File: src/rtl/mycpu_pkg.sv
// Shared types and constants for the instruction fetch sequencer.
// State encodings are visible on state_out, so their values are fixed here.
package mycpu_pkg;

  typedef enum logic [2:0] {
    IDLE   = 3'd0,
    FETCH  = 3'd1,
    DECODE = 3'd2,
    EXEC   = 3'd3,
    HALTED = 3'd4,
    FAULT  = 3'd5
  } fetch_state_t;

  localparam logic [3:0] OPC_HALT = 4'hF;
  localparam logic [3:0] OPC_NOP  = 4'h0;

  localparam int FETCH_TIMEOUT = 15;

  // True for opcodes that need the execution unit.
  function automatic logic opc_executes(input logic [3:0] opc);
    return (opc != OPC_HALT) && (opc != OPC_NOP);
  endfunction

endpackage

File: src/rtl/fetch_timer.sv
// Counts consecutive un-acknowledged FETCH cycles; expired flags the cycle
// that would be the LIMIT-th such cycle.
module fetch_timer #(
  parameter int LIMIT = 15
) (
  input  logic clk,
  input  logic rst,
  input  logic clear,
  input  logic enable,
  output logic expired
);

  localparam int CW = (LIMIT < 2) ? 1 : $clog2(LIMIT);
  localparam logic [CW-1:0] LAST = CW'(LIMIT - 1);

  logic [CW-1:0] count_reg;

  assign expired = enable && (count_reg == LAST);

  // Saturate at LAST: the sequencer leaves FETCH on expiry anyway.
  always_ff @(posedge clk) begin
    if (rst || clear) begin
      count_reg <= '0;
    end else if (enable && !expired) begin
      count_reg <= count_reg + 1'b1;
    end
  end

endmodule

File: src/rtl/fetch_sequencer.sv
// Instruction fetch/decode/execute sequencer with halt handling, a fetch
// timeout fault and a retired-instruction counter.
module fetch_sequencer
  import mycpu_pkg::*;
#(
  parameter int TIMEOUT_CYCLES = FETCH_TIMEOUT
) (
  input  logic        clk,
  input  logic        rst,
  input  logic        go_in,
  input  logic        halt_in,
  input  logic        imem_ack_in,
  input  logic [3:0]  opc_in,
  input  logic        ex_done_in,
  output logic        imem_req_out,
  output logic        il_out,
  output logic        pc_inc_out,
  output logic        ex_start_out,
  output logic [15:0] icount_out,
  output logic [2:0]  state_out,
  output logic        fault_out
);

  fetch_state_t state_reg, state_next;
  logic         halt_pending_reg, halt_pending_next;
  logic [15:0]  icount_reg;
  logic         halt_now;
  logic         timer_expired;

  fetch_timer #(.LIMIT(TIMEOUT_CYCLES)) u_timer (
    .clk     (clk),
    .rst     (rst),
    .clear   (state_reg != FETCH),
    .enable  ((state_reg == FETCH) && !imem_ack_in),
    .expired (timer_expired)
  );

  always_comb begin
    state_next   = state_reg;
    imem_req_out = 1'b0;
    il_out       = 1'b0;
    pc_inc_out   = 1'b0;
    ex_start_out = 1'b0;
    halt_now     = halt_pending_reg || halt_in;

    case (state_reg)
      IDLE:   if (go_in) state_next = FETCH;
      FETCH: begin
        imem_req_out = 1'b1;
        if (imem_ack_in) begin
          il_out     = 1'b1;
          pc_inc_out = 1'b1;
          state_next = DECODE;
        end else if (timer_expired) begin
          state_next = FAULT;
        end
      end
      DECODE: begin
        if (opc_in == OPC_HALT) begin
          state_next = HALTED;
        end else if (!opc_executes(opc_in)) begin
          state_next = halt_now ? HALTED : FETCH;
        end else begin
          ex_start_out = 1'b1;
          state_next   = EXEC;
        end
      end
      EXEC:   if (ex_done_in) state_next = halt_now ? HALTED : FETCH;
      HALTED: if (go_in) state_next = FETCH;
      FAULT:  state_next = FAULT;
      default: state_next = IDLE;
    endcase

    // Strobes stay quiet while reset is held, whatever the current state.
    if (rst) begin
      imem_req_out = 1'b0;
      il_out       = 1'b0;
      pc_inc_out   = 1'b0;
      ex_start_out = 1'b0;
    end

    halt_pending_next = halt_pending_reg;
    if (state_next == HALTED) begin
      halt_pending_next = 1'b0;
    end else if (halt_in && (state_reg == FETCH || state_reg == DECODE || state_reg == EXEC)) begin
      halt_pending_next = 1'b1;
    end
  end

  always_ff @(posedge clk) begin
    if (rst) begin
      state_reg        <= IDLE;
      halt_pending_reg <= 1'b0;
      icount_reg       <= '0;
    end else begin
      state_reg        <= state_next;
      halt_pending_reg <= halt_pending_next;
      if (state_reg == DECODE) icount_reg <= icount_reg + 16'd1;
    end
  end

  assign icount_out = icount_reg;
  assign state_out  = state_reg;
  assign fault_out  = (state_reg == FAULT);

endmodule

File: config.mk
export PLATFORM = sky130hd
export DESIGN_NAME = fetch_sequencer
export DESIGN_NICKNAME = d
export VERILOG_FILES = /design/src/rtl/mycpu_pkg.sv /design/src/rtl/fetch_timer.sv /design/src/rtl/fetch_sequencer.sv
export SDC_FILE = /design/constraint.sdc
export NUM_CORES = 1
export LEC_CHECK = 0
export CAP_MARGIN = 15
export CORE_UTILIZATION = 45
export DETAILED_ROUTE_END_ITERATION = 6
export PLACE_DENSITY = 0.77
export SLEW_MARGIN = 0
export SYNTH_ARGS = -nofsm -noshare
export SYNTH_HDL_FRONTEND = slang
export SYNTH_SLANG_ARGS = --single-unit
File: constraint.sdc
create_clock -name clk -period 2.17 [get_ports clk]
set_clock_uncertainty 0.2 [all_clocks]
set_input_delay 0.217 -clock clk [delete_from_list [all_inputs] [get_ports clk]]
set_output_delay 0.217 -clock clk [all_outputs]
set_load 0.01 [all_outputs]
==> results.py <==
metrics = {
    "drt": {
        "drt-total-wl_um": 2670,
        "vias": 1170,
        "drtIter0Drc": 22,
        "avgRoutedWirePerCell_um": 12.3,
        "drc_errors": 0,
        "via_per_inst": 5.39,
        "detail-route-antenna-nets": 0,
        "dr.pass1.iters": 4,
    },
    "power": {
        "total_power_uw": 910,
        "powerDensity_nw_per_um2": 529,
        "max-vdd-ir-drop_mv": 0.420,
        "power_leakage_uw": 0.000668,
    },
    "synth": {
        "netlist_area_um2": 1290,
        "ys_ff_latch": 24,
        "yosys.area.top_type_share_pct": 37.2,
        "synth.distinct_cells": 40,
        "synth_top_area_cell": "dfxtp_1",
        "ys_seq_area_share_pct": 37.2,
        "netlist_instances": 150,
        "yosysWarnings": 0,
        "synth_area_leaders": "dfxtp_1 (37%), nor2_1 (5.8%), xor2_1 (5.4%)",
        "synthesis.nets": 163,
        "syn_avg_cell_area_um2": 8.61,
    },
    "floorplan": {
        "dieWidth_um": 55.6,
        "die_area_um2": 3090,
        "die_h_um": 55.6,
        "core_area_um2": 2730,
        "std_cell_rows": 19,
        "ioPinCount": 34,
        "start_util_pct": 47.2,
    },
    "clock_network": {
        "cts-hold-fix-buffers": 0,
        "cts.sink_count": 24,
        "insertion_delay_ns": 0.31,
        "cts_setup_buffers": 0,
        "clk_pin_slew_ns": 0.13,
        "htreeDepth": 1,
        "cts_buffers": 3,
        "clk_path_buf_depth": 2,
        "cts_resized": 7,
        "cts_tree": "yes",
        "cts_root_buffer": "clkbuf_4",
    },
    "finish": {
        "fillers": 249,
        "largest_reg_flops": 16,
        "stdcell_count": 217,
        "final_cell_mix": "clkdlybuf4s50_1 (29), dfxtp_1 (23), nor2_1 (19), buf_4 (9)",
        "final_common_cell": "clkdlybuf4s50_1",
        "diodes": 0,
        "layout-drive-gt1-share_pct": 12.4,
        "fin_nets": 200,
        "syn2layout_area_growth_pct": 33.2,
    },
    "worst_hold_path": {
        "min-delay-path-class": "reg2reg",
    },
    "setup_path": {
        "worstRegToRegCells": 5,
        "critPathSlowestCell": "or3_4",
        "endpoint": "il_out",
        "r2r_slack_ns": 0.23,
        "timing.rr.start": "state_out[2]",
        "cp-start-kind": "flop",
        "crit_type": "reg2out",
        "worstReg2RegEnd": "icount_out[15]",
        "path_cells": "nand2b_1 > or3_4 > nor2_2 > dlygate4sd2_1",
        "worstPathRequired_ns": 1.75,
        "path_max_fanout": 5,
        "cp-startpoint": "state_out[1]",
        "max_stage_delay_ns": 0.37,
        "worst-endpoint-arrival_ns": 1.62,
        "crit_path_end_kind": "output pin",
    },
    "run_status": {
        "outcome": "finished, final reports clean",
    },
    "sta": {
        "setup_viol": 0,
        "slew_viol_final": 0,
        "tightest_slew_ns": 0.404,
        "rsz0062_at_grt": "no",
        "period_minus_slack_ns": 2.04,
        "maxSlewHeadroom_pct": 73.0,
        "fin_crit_sh_pct": 93.9,
        "max_freq_ghz": 0.491,
        "worst_slack_ns": 0.133,
        "final_hold_viol_count": 0,
    },
    "global_route": {
        "grt_max_degree": 20,
        "grt_antenna_before_repair": 0,
        "grt_usage_pct": 18.1,
        "grt_pass1_wl_um": 4620,
        "grt_pass1_vias": 1126,
        "grt-ovfl-total": 0,
    },
    "placed_design": {
        "placed_cells": 213,
        "io_buffers": 33,
        "place_ws_ns": -0.0675,
        "globalplace.congestion": 0.940,
        "dp_hpwl_um": 2080,
    },
    "run": {
        "cap_violations": 0,
    },
}
## area by class of cell
type	count	area, um2	share of cell area, %
well taps	31	38.8	2.25
clock inverters	1	30.0	1.75
repair buffers	42	389	22.6
multi-input cells	110	736	42.8
inverters	6	22.5	1.31
clock buffers	3	22.5	1.31
flip-flops and latches	24	482	28.0
## critical path: cells and delay by family, from the launching register on
family / cells / cell delay, ns
flops: 1 / 0.35
simple gates: 3 / 0.67
buf+inv: 1 / 0.29
## cell families (layout without fill, tap and decap cells)
family / count (synthesis) / in the layout / share of synthesized area (%)
adders and majority gates: 3 / 3 / 2.91
buffers and inverters: 16 / 52 / 6.39
AOI/OAI and AO/OA: 22 / 22 / 11.1
muxes: 1 / 1 / 0.872
DFF: 24 / 24 / 37.2
and+or+nand+nor: 71 / 71 / 32.7
xor gates and xnor gates: 13 / 13 / 8.82
## metrics by stage
step	cell area (um2)	hold WS (ns)	util, %	setup TNS (ns)
floorplan	1290	0.205	-	0
global placement	1670	0.267	61.0	-0.102
detailed placement	1670	0.275	61.0	-0.130
CTS	1720	0.291	63.1	0
global route	1720	0.319	62.9	0
finish	1720	0.291	62.9	0
## power breakdown
part / leakage, uW / switching (uW) / internal [uW]
Combinational: 0.000446 / 61.6 / 69.2
Sequential: 0.000194 / 9.52 / 450
Clock: 0.0000279 / 133 / 187
## cells in the mapped netlist (all sizes together)
library cell	instances
a211oi	2
a21o	1
a21oi	8
a221oi	1
a311oi	1
and2	4
and3	6
and4	3
and4bb	1
buf	7
clkbuf	3
dfxtp	24
ha	3
inv	6
mux2	1
nand2	5
nand2b	3
nand3	6
nand3b	1
nand4	6
nand4b	2
nor2	20
nor2b	3
nor3	2
nor3b	1
nor4	2
nor4b	1
o211ai	2
o21ai	5
o31ai	1
o32a	1
or2	1
or3	3
or3b	1
xnor2	5
xor2	8
## layer usage
metal,routed length [um],vias up,share of wire (%),global-route usage [%]
met5,0,-,0,0
met4,15,0,0.56,4.29
met3,110,2,4.1,2.58
met2,1340,27,50,34.3
met1,1210,544,45,21.2
li1,-,597,-,-
## how the worst min path moves through the flow
| stage | depth (start not counted) | end | slack [ns] | start |
|---|---|---|---|---|
| 3_3_place_gp | 2 | halt_pending_reg | 0.27 | halt_pending_reg |
| 2_1_floorplan | 2 | halt_pending_reg | 0.21 | halt_in |
| 3_5_place_dp | 2 | halt_pending_reg | 0.27 | halt_pending_reg |
| 6_report | 2 | halt_pending_reg | 0.29 | halt_pending_reg |
| 5_1_grt | 2 | icount_out[15] | 0.32 | icount_out[15] |
| 4_1_cts | 2 | halt_pending_reg | 0.29 | halt_pending_reg |
Power figures use the tool's default switching activity.
